$ cat config.mk
export PLATFORM = sky130hd
export DESIGN_NAME = cell_luma_averager
export DESIGN_NICKNAME = d
export VERILOG_FILES = /design/src/rtl/ascii_pkg.sv /design/src/rtl/cell_acc_ram.sv /design/src/rtl/cell_luma_averager.sv
export SDC_FILE = /design/constraint.sdc
export NUM_CORES = 1
export LEC_CHECK = 0
export ABC_CLOCK_PERIOD_IN_PS = 8300
export BUFFER_PORTS_ARGS = -buffer_cell sky130_fd_sc_hd__buf_2
export CAP_MARGIN = 0
export CORE_ASPECT_RATIO = 0.7
export CORE_MARGIN = 3
export CORE_UTILIZATION = 40
export DETAILED_ROUTE_END_ITERATION = 8
export GPL_TIMING_DRIVEN = 0
export HOLD_SLACK_MARGIN = 0.02
export PLACE_DENSITY = 0.61
export SETUP_SLACK_MARGIN = 0.15
export SYNTH_ARGS = -nofsm -noshare
export SYNTH_HDL_FRONTEND = slang
export SYNTH_SLANG_ARGS = --single-unit
$ cat constraint.sdc
create_clock -name clk -period 8.3 [get_ports clk]
set_input_delay 0.83 -clock clk [delete_from_list [all_inputs] [get_ports clk]]
set_output_delay 0.83 -clock clk [all_outputs]
set_load 0.03 [all_outputs]
$ cat src/rtl/ascii_pkg.sv
// Shared constants and types for the ASCII-art path: default frame and cell
// geometry, the values derived from it, and the cell coordinate record.
package ascii_pkg;

    localparam int H_ACTIVE_DEF = 640;
    localparam int V_ACTIVE_DEF = 480;
    localparam int CELL_W_DEF   = 8;
    localparam int CELL_H_DEF   = 16;

    localparam int COLS_DEF  = H_ACTIVE_DEF / CELL_W_DEF;
    localparam int ROWS_DEF  = V_ACTIVE_DEF / CELL_H_DEF;
    localparam int SHIFT_DEF = $clog2(CELL_W_DEF * CELL_H_DEF);
    localparam int ACC_W_DEF = 8 + SHIFT_DEF;

    localparam int COL_W = 7;
    localparam int ROW_W = 5;

    typedef struct packed {
        logic [COL_W-1:0] col;
        logic [ROW_W-1:0] row;
    } cell_coord_t;

endpackage

$ cat src/rtl/cell_acc_ram.sv
// Per-column partial-sum store: combinational read, registered write.
module cell_acc_ram #(
    parameter int DEPTH  = 80,
    parameter int WIDTH  = 15,
    parameter int ADDR_W = 7
) (
    input  logic              clk,
    input  logic              we,
    input  logic [ADDR_W-1:0] waddr,
    input  logic [WIDTH-1:0]  wdata,
    input  logic [ADDR_W-1:0] raddr,
    output logic [WIDTH-1:0]  rdata
);

    logic [WIDTH-1:0] mem [DEPTH];

    assign rdata = mem[raddr];

    // NOTE: no reset on the array; the first pixel of every cell overwrites
    // its entry, so stale contents never reach an output.
    always_ff @(posedge clk) begin
        if (we) begin
            mem[waddr] <= wdata;
        end
    end

endmodule

$ cat src/rtl/cell_luma_averager.sv
// Sums gray pixels over each character cell and emits one rounded average
// per cell, with its column/row, as a single-cycle pulse for the glyph mapper.
module cell_luma_averager
    import ascii_pkg::*;
#(
    parameter int H_ACTIVE = H_ACTIVE_DEF,
    parameter int V_ACTIVE = V_ACTIVE_DEF,
    parameter int CELL_W   = CELL_W_DEF,
    parameter int CELL_H   = CELL_H_DEF
) (
    input  logic             clk,
    input  logic             rst_n,
    input  logic             pix_en,
    input  logic             DE,
    input  logic [9:0]       x_pixel,
    input  logic [9:0]       y_pixel,
    input  logic [7:0]       gray,
    output logic             cell_valid,
    output logic [7:0]       cell_gray,
    output logic [COL_W-1:0] cell_col,
    output logic [ROW_W-1:0] cell_row,
    output logic             frame_done
);

    localparam int COLS   = H_ACTIVE / CELL_W;
    localparam int ROWS   = V_ACTIVE / CELL_H;
    localparam int LOG_CW = $clog2(CELL_W);
    localparam int LOG_CH = $clog2(CELL_H);
    localparam int SHIFT  = LOG_CW + LOG_CH;
    localparam int ACC_W  = 8 + SHIFT;
    localparam int SUM_W  = ACC_W + 1;

    logic              sample;
    logic              first_pix;
    logic              last_pix;
    logic              last_cell;
    logic              synced;
    logic [LOG_CW-1:0] sub_x;
    logic [LOG_CH-1:0] sub_y;
    cell_coord_t       here;
    logic [ACC_W-1:0]  acc_rd;
    logic [ACC_W-1:0]  acc_wr;
    logic [SUM_W-1:0]  sum;
    logic [7:0]        avg;

    assign sample = pix_en && DE
                 && (x_pixel < 10'(H_ACTIVE))
                 && (y_pixel < 10'(V_ACTIVE));

    assign sub_x    = x_pixel[LOG_CW-1:0];
    assign sub_y    = y_pixel[LOG_CH-1:0];
    assign here.col = COL_W'(x_pixel >> LOG_CW);
    assign here.row = ROW_W'(y_pixel >> LOG_CH);

    // Cell dimensions are powers of two, so the last pixel is all-ones in both offsets.
    assign first_pix = (sub_x == '0) && (sub_y == '0);
    assign last_pix  = (sub_x == '1) && (sub_y == '1);
    assign last_cell = (here.col == COL_W'(COLS - 1)) && (here.row == ROW_W'(ROWS - 1));

    assign sum    = SUM_W'(acc_rd) + SUM_W'(gray);
    assign acc_wr = first_pix ? ACC_W'(gray) : sum[ACC_W-1:0];
    assign avg    = 8'((sum + SUM_W'(1 << (SHIFT - 1))) >> SHIFT);

    cell_acc_ram #(
        .DEPTH  (COLS),
        .WIDTH  (ACC_W),
        .ADDR_W (COL_W)
    ) u_acc_ram (
        .clk   (clk),
        .we    (sample),
        .waddr (here.col),
        .wdata (acc_wr),
        .raddr (here.col),
        .rdata (acc_rd)
    );

    // NOTE: all state here uses non-blocking assignments so every read in
    // this block sees the pre-edge value (synced gates on its old value).
    always_ff @(posedge clk or negedge rst_n) begin
        if (!rst_n) begin
            cell_valid <= 1'b0;
            cell_gray  <= '0;
            cell_col   <= '0;
            cell_row   <= '0;
            frame_done <= 1'b0;
            synced     <= 1'b0;
        end else begin
            cell_valid <= 1'b0;
            frame_done <= 1'b0;
            if (sample) begin
                if (x_pixel == '0 && y_pixel == '0) begin
                    synced <= 1'b1;
                end
                // Cells finishing before the first frame start are partial sums.
                if (last_pix && synced) begin
                    cell_valid <= 1'b1;
                    cell_gray  <= avg;
                    cell_col   <= here.col;
                    cell_row   <= here.row;
                    frame_done <= last_cell;
                end
            end
        end
    end

endmodule

# Word level (Yosys, flattened, before mapping)
# Memories as Yosys holds them, arrays and structs flattened.
# Index checks and enable logic that the tools add are counted.
# classes
muxes,7
addsub,2
eq_ne,4
n_lt_le_gt_ge,2
reduce_logical,14
# ops
op,count
$logic_not A10 Y1,2
$add A15 B7 Y15 const B,1
$add A15 B8 Y15,1
$mux W15,1
$lt A10 B10 Y1 const B,1
$lt A10 B9 Y1 const B,1
$logic_and A1 B1 Y1,8
$eq A7 B7 Y1 const B,1
$mux W1,6
$eq A5 B5 Y1 const B,1
$eq A4 B4 Y1 const B,1
$logic_not A4 Y1,1
$reduce_and A2 Y1,2
$eq A3 B3 Y1 const B,1
$logic_not A3 Y1,1
# word_totals
elab_cells,36
ram_bits,1200
register_bits,23
n_memories,1
in_bits,32
output_inout_bits,22
# memory_table
memory,depth,word_bits,read_ports,rd_ports_with_merged_regs,write_ports,line_no,text
u_acc_ram.mem,80,15,1,0,1,cell_acc_ram.sv:15,logic [WIDTH-1:0] mem [DEPTH];

# Longest topological paths before layout
# Gate-level depths: netlist (run 1).
# depth
depth_word,5
ltp_mapped,30

# By module
# A second synthesis (run 1) with hierarchy kept.
# unflattened
hier_cells,2242
hier_area_um2,48143.7
# by_module_without_submodules
mod,cells_each,seq_area_each_um2,area_per_inst_um2,n_inst
cell_acc_ram,2034,36034.6,46218.1,1
cell_luma_averager,208,575.6,1925.6,1

# Least setup slack after synthesis (run 1)
# OpenSTA, ideal clock, no wires.
# synth_path
path_type,in2reg
from,input port x_pixel[5]
to,"memory u_acc_ram.mem[0][4], data pin"
arrival_time_ns,7.966
path_buffers,10
cell_stages,22
path_slack_ns,-0.511
path_cell_list,buf_2 > buf_6 > buf_4 > buf_4 > buf_2 > buf_2 > buf_2 > buf_2 > buf_2 > buf_2 > mux2i_1 > nor2_1 > a221oi_1 > a31oi_1 > a2111o_1 > ha_1 > inv_1 > fa_1 > nor2b_1 > o21ai_0 > a21boi_0 > o31ai_1
# synth_via
elab_chain_len,3
# synth_lines
element,line_no,text
from (decl),cell_luma_averager.sv:15,"input logic [9:0] x_pixel,"
$mem_v2 Z80 W15,-,
$add A15 B8 Y15,cell_luma_averager.sv:60,assign sum = SUM_W'(acc_rd) + SUM_W'(gray);
$mux W15,cell_luma_averager.sv:61,assign acc_wr = first_pix ? ACC_W'(gray) : sum[ACC_W-1:0];
named net acc_wr[4],cell_luma_averager.sv:42,logic [ACC_W-1:0] acc_wr;
to (decl),cell_acc_ram.sv:15,
# The timed path passes the listed nets, and every way through them passes these cells.

# Final worst setup path (run 1)
# layout_path
from,input port x_pixel[4]
to,"memory u_acc_ram.mem[10][12], data pin"
# The elaborated chain is that of the path after synthesis.

==> results of run 1 <==
flip-flops by register name, summed over array words and instances, names as in the netlist:
| name | flops |
|---|---|
| cell_gray | 8 |
| u_acc_ram.mem | 1200 |
| cell_valid | 1 |
| synced | 1 |
| cell_col | 7 |
| frame_done | 1 |
| cell_row | 5 |
cell type report:
cell class	count	area share
plain buffers	169	0.0172
clock buffers	142	0.0531
well taps	1537	0.0348
diodes	3	0.000136
clock inverters	65	0.0106
inverters	13	0.000882
flip-flops and latches	1223	0.662
multi-input cells	1292	0.188
repair buffers	143	0.0334
report_power, final:
part           total, mW  switching (mW)  internal [mW]
registers           7.20        0.000833           7.20
logic               1.48            1.12          0.363
clock network       5.11            2.35           2.76
kinds of logic (layout without fill, tap and decap cells):
family                   Yosys count  after routing  share of synthesized area
XOR/XNOR                          13             13                    0.00241
buffers and inverters            187            532                     0.0180
other                              0              3                          0
AND/OR/NAND/NOR                  400            408                     0.0404
adder cells (fa/ha/maj)           10             10                    0.00281
flip-flops                      1223           1223                      0.776
AO/OA/AOI/OAI                    659            659                      0.105
multiplexers                     202            202                     0.0557
what timing repair did:
action | 4_1_cts | 5_1_grt
gates resized for setup | 65 | 39
gates cloned | 5 | 3
pin swaps | 6 | 6
setup buffers | 6 | 9
setup endpoints to repair | 949 | 626
routing by layer:
layer / wire, µm / up-vias
li1: - / 11679
met1: 72700 / 16013
met2: 73200 / 2867
met3: 34200 / 345
met4: 5640 / 12
met5: 120 / -
worst max-delay path, delay by kind of cell:
| family | cells | cell delay, ps |
|---|---|---|
| AND/OR/NAND/NOR | 5 | 1050 |
| AO/OA/AOI/OAI | 10 | 2700 |
| buffers and inverters | 12 | 3480 |
| adder cells (fa/ha/maj) | 2 | 510 |
layout by cell type, fill, tap and decap left out, drive strengths merged, types with 59 or more instances in the layout:
| cell | Yosys | routed |
|---|---|---|
| a21oi | 60 | 60 |
| a221oi | 102 | 102 |
| a22o | 64 | 64 |
| a22oi | 169 | 169 |
| buf | 80 | 203 |
| clkbuf | 94 | 236 |
| edfxtp | 1200 | 1200 |
| mux2 | 59 | 59 |
| mux2i | 101 | 101 |
| nand2 | 100 | 100 |
| nor2 | 146 | 153 |
| o21ai | 64 | 64 |
how the worst min path moves through the flow:
stage	end	slack, ps	cells past startpoint
6_report	cell_gray[3]	60	1
5_1_grt	cell_gray[3]	70	1
3_3_place_gp	cell_row[0]	460	2
3_5_place_dp	cell_col[6]	460	2
4_1_cts	cell_row[1]	50	1
2_1_floorplan	synced	440	1
==> reports/metrics.yaml, run 1 <==
grt_overflow: 0
final_util: 0.477
cts_tree: "built"
required_ps: 8840
finalSetupTns_ps: 0
seq_area_um2: 36600
synthTopCellsByCount: "1200 x edfxtp_1, 169 x a22oi_1, 145 x nor2_1"
clk_path_buf_depth: 3
min_period_over_period: 0.987
rr_startpoint: "u_acc_ram.mem[25][0]"
io_buffers: 52
htreeDepth: 3
multi_input_area_um2: 10400
total_power_mw: 13.8
crit_path_max_fanout: 43
yosysMostFrequentCell: "edfxtp_1"
skew_ps: 31.6
period_minus_slack_ps: 8200
synth_edf_count: 1200
syn_to_final_growth_pct: 17.2
drt-wirelength-per-cell_um: 40.5
p_leak_nw: 17.5
rrSetupSlack_ps: 2310
grtUsageMet2: 0.393
nFillCells: 9663
vias_per_cell: 6.74
synth_area_per_cell_um2: 17.5
cp.arrival_ps: 8740
synth_top_area_frac: 0.763
synth_nets: 2736
status: "complete, but fails checks"
dieArea_um2: 122000
core_um2: 116000
fmaxAchievable_mhz: 122
die_h_um: 293
finalMaxSlewViolations: 34
r2r_cells: 21
power.density_nw_per_um2: 249
cts-root-buf: "clkbuf_16"
syn_area_um2: 47200
worst_slack_ps: 105
antenna_found_initial: 16
synth_area_leaders: "edfxtp_1 76%, a22oi_1 2.7%, mux2i_1 2.1%"
postLayoutCellArea_um2: 55300
hold_buffers: 0
yosysTopAreaCell: "edfxtp_1"
cts-buffers-inserted: 112
critical_path.max_stage_delay_ps: 530
violations: "capacitance limit, slew limit"
grt_pass1_wl_mm: 247
worstMarginPinSlew_ps: 1640
grt_pass1_vias: 28414
drt_iter0_drc: 6883
hold_violations: 0
slowest_stage: "a2111o_1"
endpoint: "u_acc_ram.mem[10][12]"
place_hpwl_mm: 124
start_util: 0.407
setup_violations: 0
max_cap_viol_count: 3
top_usage_layer: "met1"
r2r-end: "u_acc_ram.mem[10][12]"
io_pins: 54
yosys_warnings: 0
synthCells: 2694
synth-seq-cells: 1223
synth-seq-area-share: 0.776
vdd_drop_max_mv: 0.153
whs_ps: 59.1
grt_setup_unrepaired: "false"
worst_slew_margin_rel: -0.0920
min_path_type: "in -> async"
ys.flop_type: "edfxtp_1"
pre_cts_slack_ps: -2540
cts_sinks: 1223
stdcell_count: 4587
grtUsageTotal: 0.297
ant_nets: 0
yosysUniqueCellTypes: 86
drive_gt1_frac: 0.204
synthArstFlopShare: 0.0188
met3_usage: 0.151
dp_cells: 4359
clkTransAtPathRegs_ps: 60
placed_area_um2: 51300
firstDrtPassIters: 8
crit_path_start_kind: "input port"
critPathLaunch: "x_pixel[4]"
die_w_um: 417
crit_path_end_kind: "flop"
num_rows: 104
clk-insertion-delay-late_ps: 760
grt_max_degree: 81
route.detailed.drc: 0
final_nets: 2996
gp_congestion: 0.966
worstSetupPathType: "in -> reg"
grtUsageMet1: 0.428
vias: 30916
wirelength_mm: 186
(Power assumes the default switching activity.)
==> run 2, diff against run 1 <==
CORE_UTILIZATION = 35   (was 40)
PLACE_DENSITY = 0.55   (was 0.61)
==> reports/metrics.yaml, run 2 (synthesis results as in run 1) <==
status: "complete, but fails checks"  # unchanged
violations: "capacitance limit, slew limit"  # unchanged
route.detailed.drc: 0  # unchanged
cts-buffers-inserted: 106  # was 112
final_nets: 2960  # was 2996
final_common_cell: "edfxtp_1"  # unchanged
worstSetupPathType: "in -> reg"  # unchanged
p_leak_nw: 17.3  # was 17.5 nW
required_ps: 8710  # was 8840 ps
antenna_found_initial: 4  # was 16
max_cap_viol_count: 1  # was 3
io_buffers: 52  # unchanged
gp_congestion: 0.931  # was 0.966
whs_ps: 81.1  # was 59.1 ps
drive_gt1_frac: 0.190  # was 0.204
cp.arrival_ps: 8620  # was 8740 ps
crit_path_end_kind: "flop"  # unchanged
r2r-end: "u_acc_ram.mem[12][12]"  # was u_acc_ram.mem[10][12]
n_antenna_cell: 0  # was 3
die_w_um: 445  # was 417 µm
rrSetupSlack_ps: 2780  # was 2310 ps
mostFrequentLayoutCells: "1200 x edfxtp_1, 169 x a22oi_1, 111 x clkbuf_16"  # was 1200 x edfxtp_1, 169 x a22oi_1, 113 x clkbuf_16
hold_buffers: 0  # unchanged
rr_startpoint: "u_acc_ram.mem[13][0]"  # was u_acc_ram.mem[25][0]
cts_sinks: 1223  # unchanged
r2r_cells: 22  # was 21
drt-wirelength-per-cell_um: 37.7  # was 40.5 µm
vias: 29927  # was 30916
cts-root-buf: "clkbuf_16"  # unchanged
hold_violations: 0  # unchanged
worstMarginPinSlew_ps: 1560  # was 1640 ps
core_um2: 134000  # was 116000 µm²
die_h_um: 313  # was 293 µm
cts_tree: "built"  # unchanged
power.density_nw_per_um2: 248  # was 249 nW/µm²
ant_nets: 0  # unchanged
syn_to_final_growth_pct: 16.8  # was 17.2%
clk-insertion-delay-late_ps: 750  # was 760 ps
grt_setup_unrepaired: "true"  # was false
skew_ps: 42.4  # was 31.6 ps
largest_register_ff_count: 1200  # unchanged
crit_path_start_kind: "input port"  # unchanged
dp_cells: 4573  # was 4359
grt_pass1_vias: 27351  # was 28414
vdd_drop_max_mv: 0.159  # was 0.153 mV
stdcell_count: 4774  # was 4587
grt_max_degree: 81  # unchanged
io_pins: 54  # unchanged
place_hpwl_mm: 118  # was 124 mm
fmaxAchievable_mhz: 122  # about the same
clk_path_buf_depth: 3  # unchanged
min_period_over_period: 0.990  # was 0.987
start_util: 0.353  # was 0.407
largest-register: "u_acc_ram.mem"  # unchanged
firstDrtPassIters: 7  # was 8
setup_violations: 0  # unchanged
num_rows: 112  # was 104
nFillCells: 11931  # was 9663
grt_overflow: 0  # unchanged
dieArea_um2: 139000  # was 122000 µm²
grt_pass1_wl_mm: 240  # was 247 mm
crit_path_max_fanout: 20  # was 43
htreeDepth: 3  # unchanged
period_minus_slack_ps: 8220  # was 8200 ps
drt_iter0_drc: 5827  # was 6883
worst_slew_margin_rel: -0.0390  # was -0.0920
clkTransAtPathRegs_ps: 60  # about the same
vias_per_cell: 6.27  # was 6.74
finalMaxSlewViolations: 11  # was 34
top_regs: "u_acc_ram.mem x1200, cell_gray x8, cell_col x7"  # unchanged
wirelength_mm: 180  # was 186 mm
min_path_type: "in -> async"  # unchanged
grtUsageTotal: 0.253  # was 0.297
run 2: layout make-up:
cell class | count | area [µm²] | share of cell area
timing repair buffer | 116 | 1550 | 0.0281
buffer | 169 | 882 | 0.0160
tap | 1767 | 2210 | 0.0401
clock inverter | 55 | 448 | 0.00813
sequential | 1223 | 36600 | 0.664
inverter | 13 | 48.8 | 0.000885
clock buffer | 142 | 2950 | 0.0536
multi-input combinational | 1289 | 10400 | 0.189
run 2: through the flow:
step | power (mW) | setup slack [ps] | TNS (ps) | util | cell area [µm²]
floorplan | 7.99 | 254 | 0 | - | 47200
global placement | 8.59 | -5750 | -4980280 | 0.372 | 49700
detailed placement | 8.66 | -2160 | -1428640 | 0.385 | 51500
CTS | 13.6 | 187 | 0 | 0.412 | 55100
global route | 13.9 | 89.6 | 0 | 0.413 | 55100
finish | 13.7 | 82.9 | 0 | 0.413 | 55100
run 2: worst max path at each step:
stage / slack [ps] / to / startpoint / depth (start not counted)
floorplan: 250 / u_acc_ram.mem[0][12] / x_pixel[5] / 27
global placement: -5750 / u_acc_ram.mem[48][12] / x_pixel[4] / 21
detailed placement: -2160 / u_acc_ram.mem[49][13] / x_pixel[4] / 23
CTS: 190 / u_acc_ram.mem[10][12] / x_pixel[4] / 28
global route: 90 / cell_gray[7] / x_pixel[4] / 21
finish: 80 / u_acc_ram.mem[64][9] / x_pixel[4] / 21
run 2: worst max-delay path: stages:
cell and delay [ps]:
buf_2 180, buf_6 200, buf_4 210, nor3b_2 600
clkbuf_2 730, clkbuf_2 550, buf_1 810, clkbuf_2 590
a22oi_1 200, nand4_1 260, a31oi_1 280, o21ai_0 380
ha_1 200, o21ai_0 80, nor2_1 300, o31a_1 250
nand2b_1 130, nor2b_1 380, a21boi_2 390, xor2_4 240
nor2_2 730
run 2: per-layer routing:
layer  share of wire  track usage  vias up
met5        0.000067            0        -
met4           0.035       0.0809        2
met3            0.15       0.0871      360
met2            0.41        0.345     2371
met1            0.41        0.376    15589
li1                -            -    11605
run 2: where the power goes:
part	total, mW	leakage (nW)	internal [mW]	switching [mW]
Sequential	7.20	11.1	7.20	0.000758
Combinational	1.43	4.48	0.347	1.08
Clock	5.04	1.66	2.71	2.33
run 2: repair_timing:
item                                    CTS  global route
gates cloned                              4             1
gates resized for setup                  46            19
buffers inserted                          4             0
endpoints found under the setup margin  888           621
pin swaps                                 4             1
